## src/rtl/rgbled_cycle_multi.sv

```systemverilog
// ---------------------------------------------------------------------------
// rgbled_cycle_multi
// Parametrised N-channel LED breathing engine. Each channel walks a
// four-phase brightness envelope (UP, HIGH, DOWN, LOW) at its own speed.
// The resulting level is compared against one shared free-running PWM counter
// to produce a registered, active-high LED drive bit per channel.
//
// Ports:
//   clk      system clock
//   rst      synchronous, active-high reset
//   speed    per-channel speed, channel i in [i*SPEED_BITS +: SPEED_BITS]
//   enable   per-channel run/output enable (0 freezes the channel state)
//   sync     one-clock pulse reloading every channel to its start state
//   led_out  registered PWM outputs, one bit per channel
//
// Build option:
//   RGBLED_CYCLE_GAMMA_EN  square-law duty ((level*level) >> PWM_BITS) through
//                          one extra pipeline register; default is duty = level.
// ---------------------------------------------------------------------------
module rgbled_cycle_multi #(
    parameter int NCH        = 3,
    parameter int PWM_BITS   = 8,
    parameter int SPEED_BITS = 5,
    parameter int PRESC_BITS = 10,
    parameter int HOLD_STEPS = 64,
    parameter logic [2*NCH-1:0] START_PHASE = 6'b11_01_00
) (
    input  logic                      clk,
    input  logic                      rst,
    input  logic [NCH*SPEED_BITS-1:0] speed,
    input  logic [NCH-1:0]            enable,
    input  logic                      sync,
    output logic [NCH-1:0]            led_out
);

    localparam int HOLD_W = (HOLD_STEPS > 1) ? $clog2(HOLD_STEPS) : 1;
    localparam logic [PWM_BITS-1:0] MAX_LEVEL = '1;
    localparam logic [HOLD_W-1:0]   HOLD_LAST = HOLD_W'(HOLD_STEPS - 1);

    typedef enum logic [1:0] {
        UP   = 2'd0,
        HIGH = 2'd1,
        DOWN = 2'd2,
        LOW  = 2'd3
    } phase_t;

    phase_t              phase [NCH];
    logic [PWM_BITS-1:0] level [NCH];
    logic [HOLD_W-1:0]   hold  [NCH];
    logic [SPEED_BITS-1:0] div [NCH];
    logic [PWM_BITS-1:0] duty  [NCH];
    logic [PWM_BITS-1:0] pwm_cnt;
    logic                strobe;

    function automatic phase_t start_of(input int ch);
        return phase_t'(START_PHASE[2*ch +: 2]);
    endfunction

    // Global step strobe: fires when the prescaler wraps, or every clock
    // when the prescaler has zero width.
    generate
        if (PRESC_BITS == 0) begin : g_no_presc
            assign strobe = 1'b1;
        end else begin : g_presc
            logic [PRESC_BITS-1:0] presc;
            always_ff @(posedge clk) begin
                if (rst || sync) begin
                    presc <= '0;
                end else begin
                    presc <= presc + PRESC_BITS'(1);
                end
            end
            assign strobe = &presc;
        end
    endgenerate

`ifdef RGBLED_CYCLE_GAMMA_EN
    // Square-law duty through a register; this stage adds one clock between
    // level and led_out but leaves the enable gating path untouched.
    always_ff @(posedge clk) begin
        for (int i = 0; i < NCH; i++) begin
            if (rst || sync) begin
                duty[i] <= '0;
            end else begin
                duty[i] <= PWM_BITS'(({{PWM_BITS{1'b0}}, level[i]} *
                                      {{PWM_BITS{1'b0}}, level[i]}) >> PWM_BITS);
            end
        end
    end
`else
    always_comb begin
        for (int i = 0; i < NCH; i++) begin
            duty[i] = level[i];
        end
    end
`endif

    // Envelope FSMs, step dividers, shared PWM counter and output stage.
    // A disabled channel keeps div/phase/level/hold untouched so it resumes
    // exactly where it stopped; its output drops on the next clock.
    always_ff @(posedge clk) begin
        if (rst || sync) begin
            pwm_cnt <= '0;
            led_out <= '0;
            for (int i = 0; i < NCH; i++) begin
                phase[i] <= start_of(i);
                level[i] <= (start_of(i) == HIGH || start_of(i) == DOWN) ? MAX_LEVEL : '0;
                hold[i]  <= '0;
                div[i]   <= '0;
            end
        end else begin
            pwm_cnt <= pwm_cnt + PWM_BITS'(1);
            for (int i = 0; i < NCH; i++) begin
                led_out[i] <= enable[i] & (duty[i] > pwm_cnt);
                if (strobe && enable[i]) begin
                    // ">=" so a speed lowered below the running count steps at once.
                    if (div[i] >= speed[i*SPEED_BITS +: SPEED_BITS]) begin
                        div[i] <= '0;
                        unique case (phase[i])
                            UP: begin
                                if (level[i] == MAX_LEVEL) begin
                                    phase[i] <= HIGH;
                                    hold[i]  <= '0;
                                end else begin
                                    level[i] <= level[i] + PWM_BITS'(1);
                                end
                            end
                            HIGH: begin
                                if (hold[i] == HOLD_LAST) begin
                                    phase[i] <= DOWN;
                                end else begin
                                    hold[i] <= hold[i] + HOLD_W'(1);
                                end
                            end
                            DOWN: begin
                                if (level[i] == '0) begin
                                    phase[i] <= LOW;
                                    hold[i]  <= '0;
                                end else begin
                                    level[i] <= level[i] - PWM_BITS'(1);
                                end
                            end
                            LOW: begin
                                if (hold[i] == HOLD_LAST) begin
                                    phase[i] <= UP;
                                end else begin
                                    hold[i] <= hold[i] + HOLD_W'(1);
                                end
                            end
                            default: phase[i] <= UP;
                        endcase
                    end else begin
                        div[i] <= div[i] + SPEED_BITS'(1);
                    end
                end
            end
        end
    end

endmodule

```

## config.mk

```make
export PLATFORM = sky130hd
export DESIGN_NAME = rgbled_cycle_multi
export DESIGN_NICKNAME = d
export VERILOG_FILES = /design/src/rtl/rgbled_cycle_multi.sv
export SDC_FILE = /design/constraint.sdc
export NUM_CORES = 1
export LEC_CHECK = 0
export ABC_AREA = 1
export CAP_MARGIN = 5
export CORE_MARGIN = 3
export CORE_UTILIZATION = 60
export DETAILED_ROUTE_END_ITERATION = 7
export PLACE_DENSITY = 0.79
export RECOVER_POWER = 25
export SLEW_MARGIN = 15
export SYNTH_ARGS = -nofsm -noshare
export SYNTH_HDL_FRONTEND = slang
export SYNTH_SLANG_ARGS = --single-unit
```

## constraint.sdc

```tcl
create_clock -name clk -period 6.5 [get_ports clk]
set_input_delay 0.975 -clock clk [delete_from_list [all_inputs] [get_ports clk]]
set_output_delay 0.975 -clock clk [all_outputs]
set_load 0.01 [all_outputs]
```

==> results by group <==
STA
  – Final period util: 76.6%
  – Final clock skew: 11.7 ps
  – Max_slew headroom: 29.0%
  – Worst Tran Pin Value: 1060 ps
  – Fin crit period: 4980 ps
  – Final Hold Fails: 0
  – Final worst slack: 1520 ps
  – Unrepaired setup endpoints after global routing: no
  – Final TNS setup: 0 ps
  – Final setup fails: 0
  – Slew Viols, Final: 0
  – FMAX: 201 MHz

Critical path
  – CP peak stage delay: 790 ps
  – Data arrival, critical path: 5200 ps
  – Slowest stage cell, crit path: clkbuf_1
  – Worst reg2reg setup slack: 2950 ps
  – Crit path cell chain: dlygate4sd3_1 -> nor2_2 -> clkbuf_1 -> nand2_1 -> nor2_1 -> nand2_2 -> nor3_1 -> ha_1 -> inv_1 -> nor2_1 -> o21ai_0 -> nand2_1 -> a21oi_1 -> o21bai_1 -> or2_2 -> nand3_1
  – Critical Path Start Type: input port
  – Worst Path Max Fanout: 25
  – Critical path capture point type: flop
  – Setup CP Type: input port to flop
  – Worst path required time: 6720 ps

Final layout
  – Antenna diode count: 0
  – Most common cell after layout, fill and taps aside: nand2_1
  – Fillers: 761
  – Fraction of layout cells with a size suffix above 1: 4.61%
  – Cell Count, Final, Fillers Out: 866
  – Fin nets: 818
  – Area delta synth->final: 8.82%
  – Most frequent cells in the layout: nand2_1, nor2_1, inv_1

Job
  – Max cap viols: 0

Clocking
  – Longest Clk Path Bufs: 2
  – CTS resizes: 0
  – Clock-pin slew on the worst setup and hold paths: 80 ps
  – H-tree depth: 3
  – Hold_buf cts: 0
  – Root buffer cell: clkbuf_8
  – TritonCTS clock tree: done
  – Postcts setup bufs: 0
  – CTS sink count: 84
  – CTS Buf Count: 9
  – Worst-Skew Late Latency: 350 ps

Power
  – Clock power share: 30.0%
  – Internal power: 0.781 mW
  – Static Leak: 2.86 nW
  – Switching portion of total power: 25.9%
  – Combinational power share: 11.6%
  – Reg power frac: 58.5%
  – Pwr dens: 167 mW/mm^2
  – Net Sw Power: 0.273 mW
  – Maximum VDD drop: 0.000108 V

Yosys
  – Cells after synthesis: 701
  – Share of synthesized registers carrying an async set or reset: 0%
  – EDFF count, synth: 63
  – Synth Flop Type: edfxtp_1
  – Area of the mapped netlist: 0.00579 mm^2
  – Ys Warns: 0
  – Net Count, Synth: 786
  – Yosys reg bits: 84
  – Distinct cells, synth: 40
  – Seq/Total Area, Yosys: 40.0%
  – Post-synthesis average cell area: 8.26 um^2

Floorplan
  – Core ar.: 0.00933 mm^2
  – Die height: 104 um
  – Ports: 24
  – Core Rows: 35
  – Die area: 0.0109 mm^2
  – Die Span X: 104 um
  – Initial Util: 62.0%

GRT
  – First-pass GRT wire length: 19.9 mm
  – Vias in the first global route: 4,543
  – Initial antenna violation count: 0
  – Gr ovfl total: 0
  – GR Util All Layers: 22.1%
  – Largest net degree at the start of global routing: 26

Drt
  – Routed via count: 4,661
  – Drt drc: 0
  – First-pass DRT Iterations: 5
  – Total Wirelength: 11.6 mm
  – Post-route ant nets: 0
  – Wire per inst: 13.4 um
  – Via density: 5.38
  – 1st-iter DRT viols: 211

Outcome
  – Outcome: complete, no violations

Placement
  – Port buffer count: 23
  – Routability cong.: 0.849
  – Worst slack, placed: 2040 ps
  – Hpwl dp: 9.08 mm
  – Placed cell count: 851

Hold path
  – Kind of path behind the tightest hold check: flop to flop
## power groups by stage
stage	logic, mW	clock network [mW]	registers [mW]
2_1_floorplan	0.0858	0	0.622
3_3_place_gp	0.114	0	0.627
4_1_cts	0.123	0.322	0.616
5_1_grt	0.141	0.338	0.619
6_report	0.122	0.316	0.616
3_5_place_dp	0.122	0	0.628
## routing by layer
layer | GRT usage (%) | part of all wire (%)
met5 | 0 | 0
met4 | 7.50 | 2.1
met3 | 3.54 | 3.8
met2 | 39.2 | 49
met1 | 27.4 | 45
## kinds of logic (layout without fill, tap and decap cells)
kind of cell               after synthesis  after routing  share of synthesized area, %
and+or+nand+nor                        340            340                          27.2
buffers and inverters                  111            147                          7.35
DFF                                     84             84                          40.0
AOI/OAI and AO/OA                       69             69                          6.42
adders and majority gates               64             64                          14.1
xor gates and xnor gates                33             33                          4.99
## synthesized netlist by cell type (2+ instances only)
| cell | count | share of area, % |
|---|---|---|
| o21bai_1 | 5 | 0.65 |
| and3_1 | 3 | 0.32 |
| nor4_1 | 3 | 0.32 |
| inv_2 | 2 | 0.13 |
| nor2_4 | 4 | 0.78 |
| or2_2 | 3 | 0.32 |
| nor3b_1 | 3 | 0.39 |
| a21oi_1 | 38 | 3.3 |
| dfxtp_1 | 21 | 7.3 |
| xor2_1 | 25 | 3.8 |
| nor2_2 | 4 | 0.43 |
| fa_1 | 2 | 0.69 |
| o21ai_0 | 20 | 1.7 |
| nand2_4 | 3 | 0.58 |
| nand3b_1 | 7 | 0.91 |
| nor3_1 | 20 | 1.7 |
| nand4_1 | 19 | 2.1 |
| inv_1 | 104 | 6.7 |
| nor2_1 | 105 | 6.8 |
| xnor2_1 | 8 | 1.2 |
| nand2_1 | 121 | 7.8 |
| nand2_2 | 4 | 0.43 |
| nand3_1 | 36 | 3.1 |
| edfxtp_1 | 63 | 33 |
| ha_1 | 62 | 13 |
| clkbuf_1 | 2 | 0.13 |
## metrics by stage
step,power (mW),util (%),cell area (um^2),hold WS [ps]
5_1_grt,1.10,67.5,6300,471
6_report,1.05,67.5,6300,448
3_3_place_gp,0.741,66.1,6170,429
3_5_place_dp,0.750,66.1,6170,437
2_1_floorplan,0.708,-,5790,418
4_1_cts,1.06,67.7,6320,452
## sequential cells by signal, indices dropped and copies added (netlist names)
register / cells
led_out: 3
g_presc.presc: 10
div: 15
level: 24
hold: 18
pwm_cnt: 8
phase: 6
## area by class of cell
type	count	area [um^2]	share of cell area [%]
Sequential cell	84	2310	36.7
Clock buffer	11	131	2.09
Clock inverter	4	17.5	0.278
Multi-Input combinational cell	506	3030	48.2
Tap cell	129	161	2.56
Timing Repair Buffer	24	234	3.72
Inverter	108	407	6.46
## critical path, delay by kind of cell
kind,cells,cell delay (ps)
AND/OR/NAND/NOR,9,2000
buffers and inverters,3,1420
AO/OA/AOI/OAI,3,400
adder cells (fa/ha/maj),1,390
## final timing paths
path / to / depth (start not counted) / startpoint
worst max-delay path: level[1][6] / 16 / sync
worst min-delay path: g_presc.presc[0] / 1 / g_presc.presc[0]
worst max register to register: level[1][6] / 16 / g_presc.presc[0]
worst min register to register: g_presc.presc[0] / 1 / g_presc.presc[0]
Note: power is estimated with default switching activity, not from simulation.
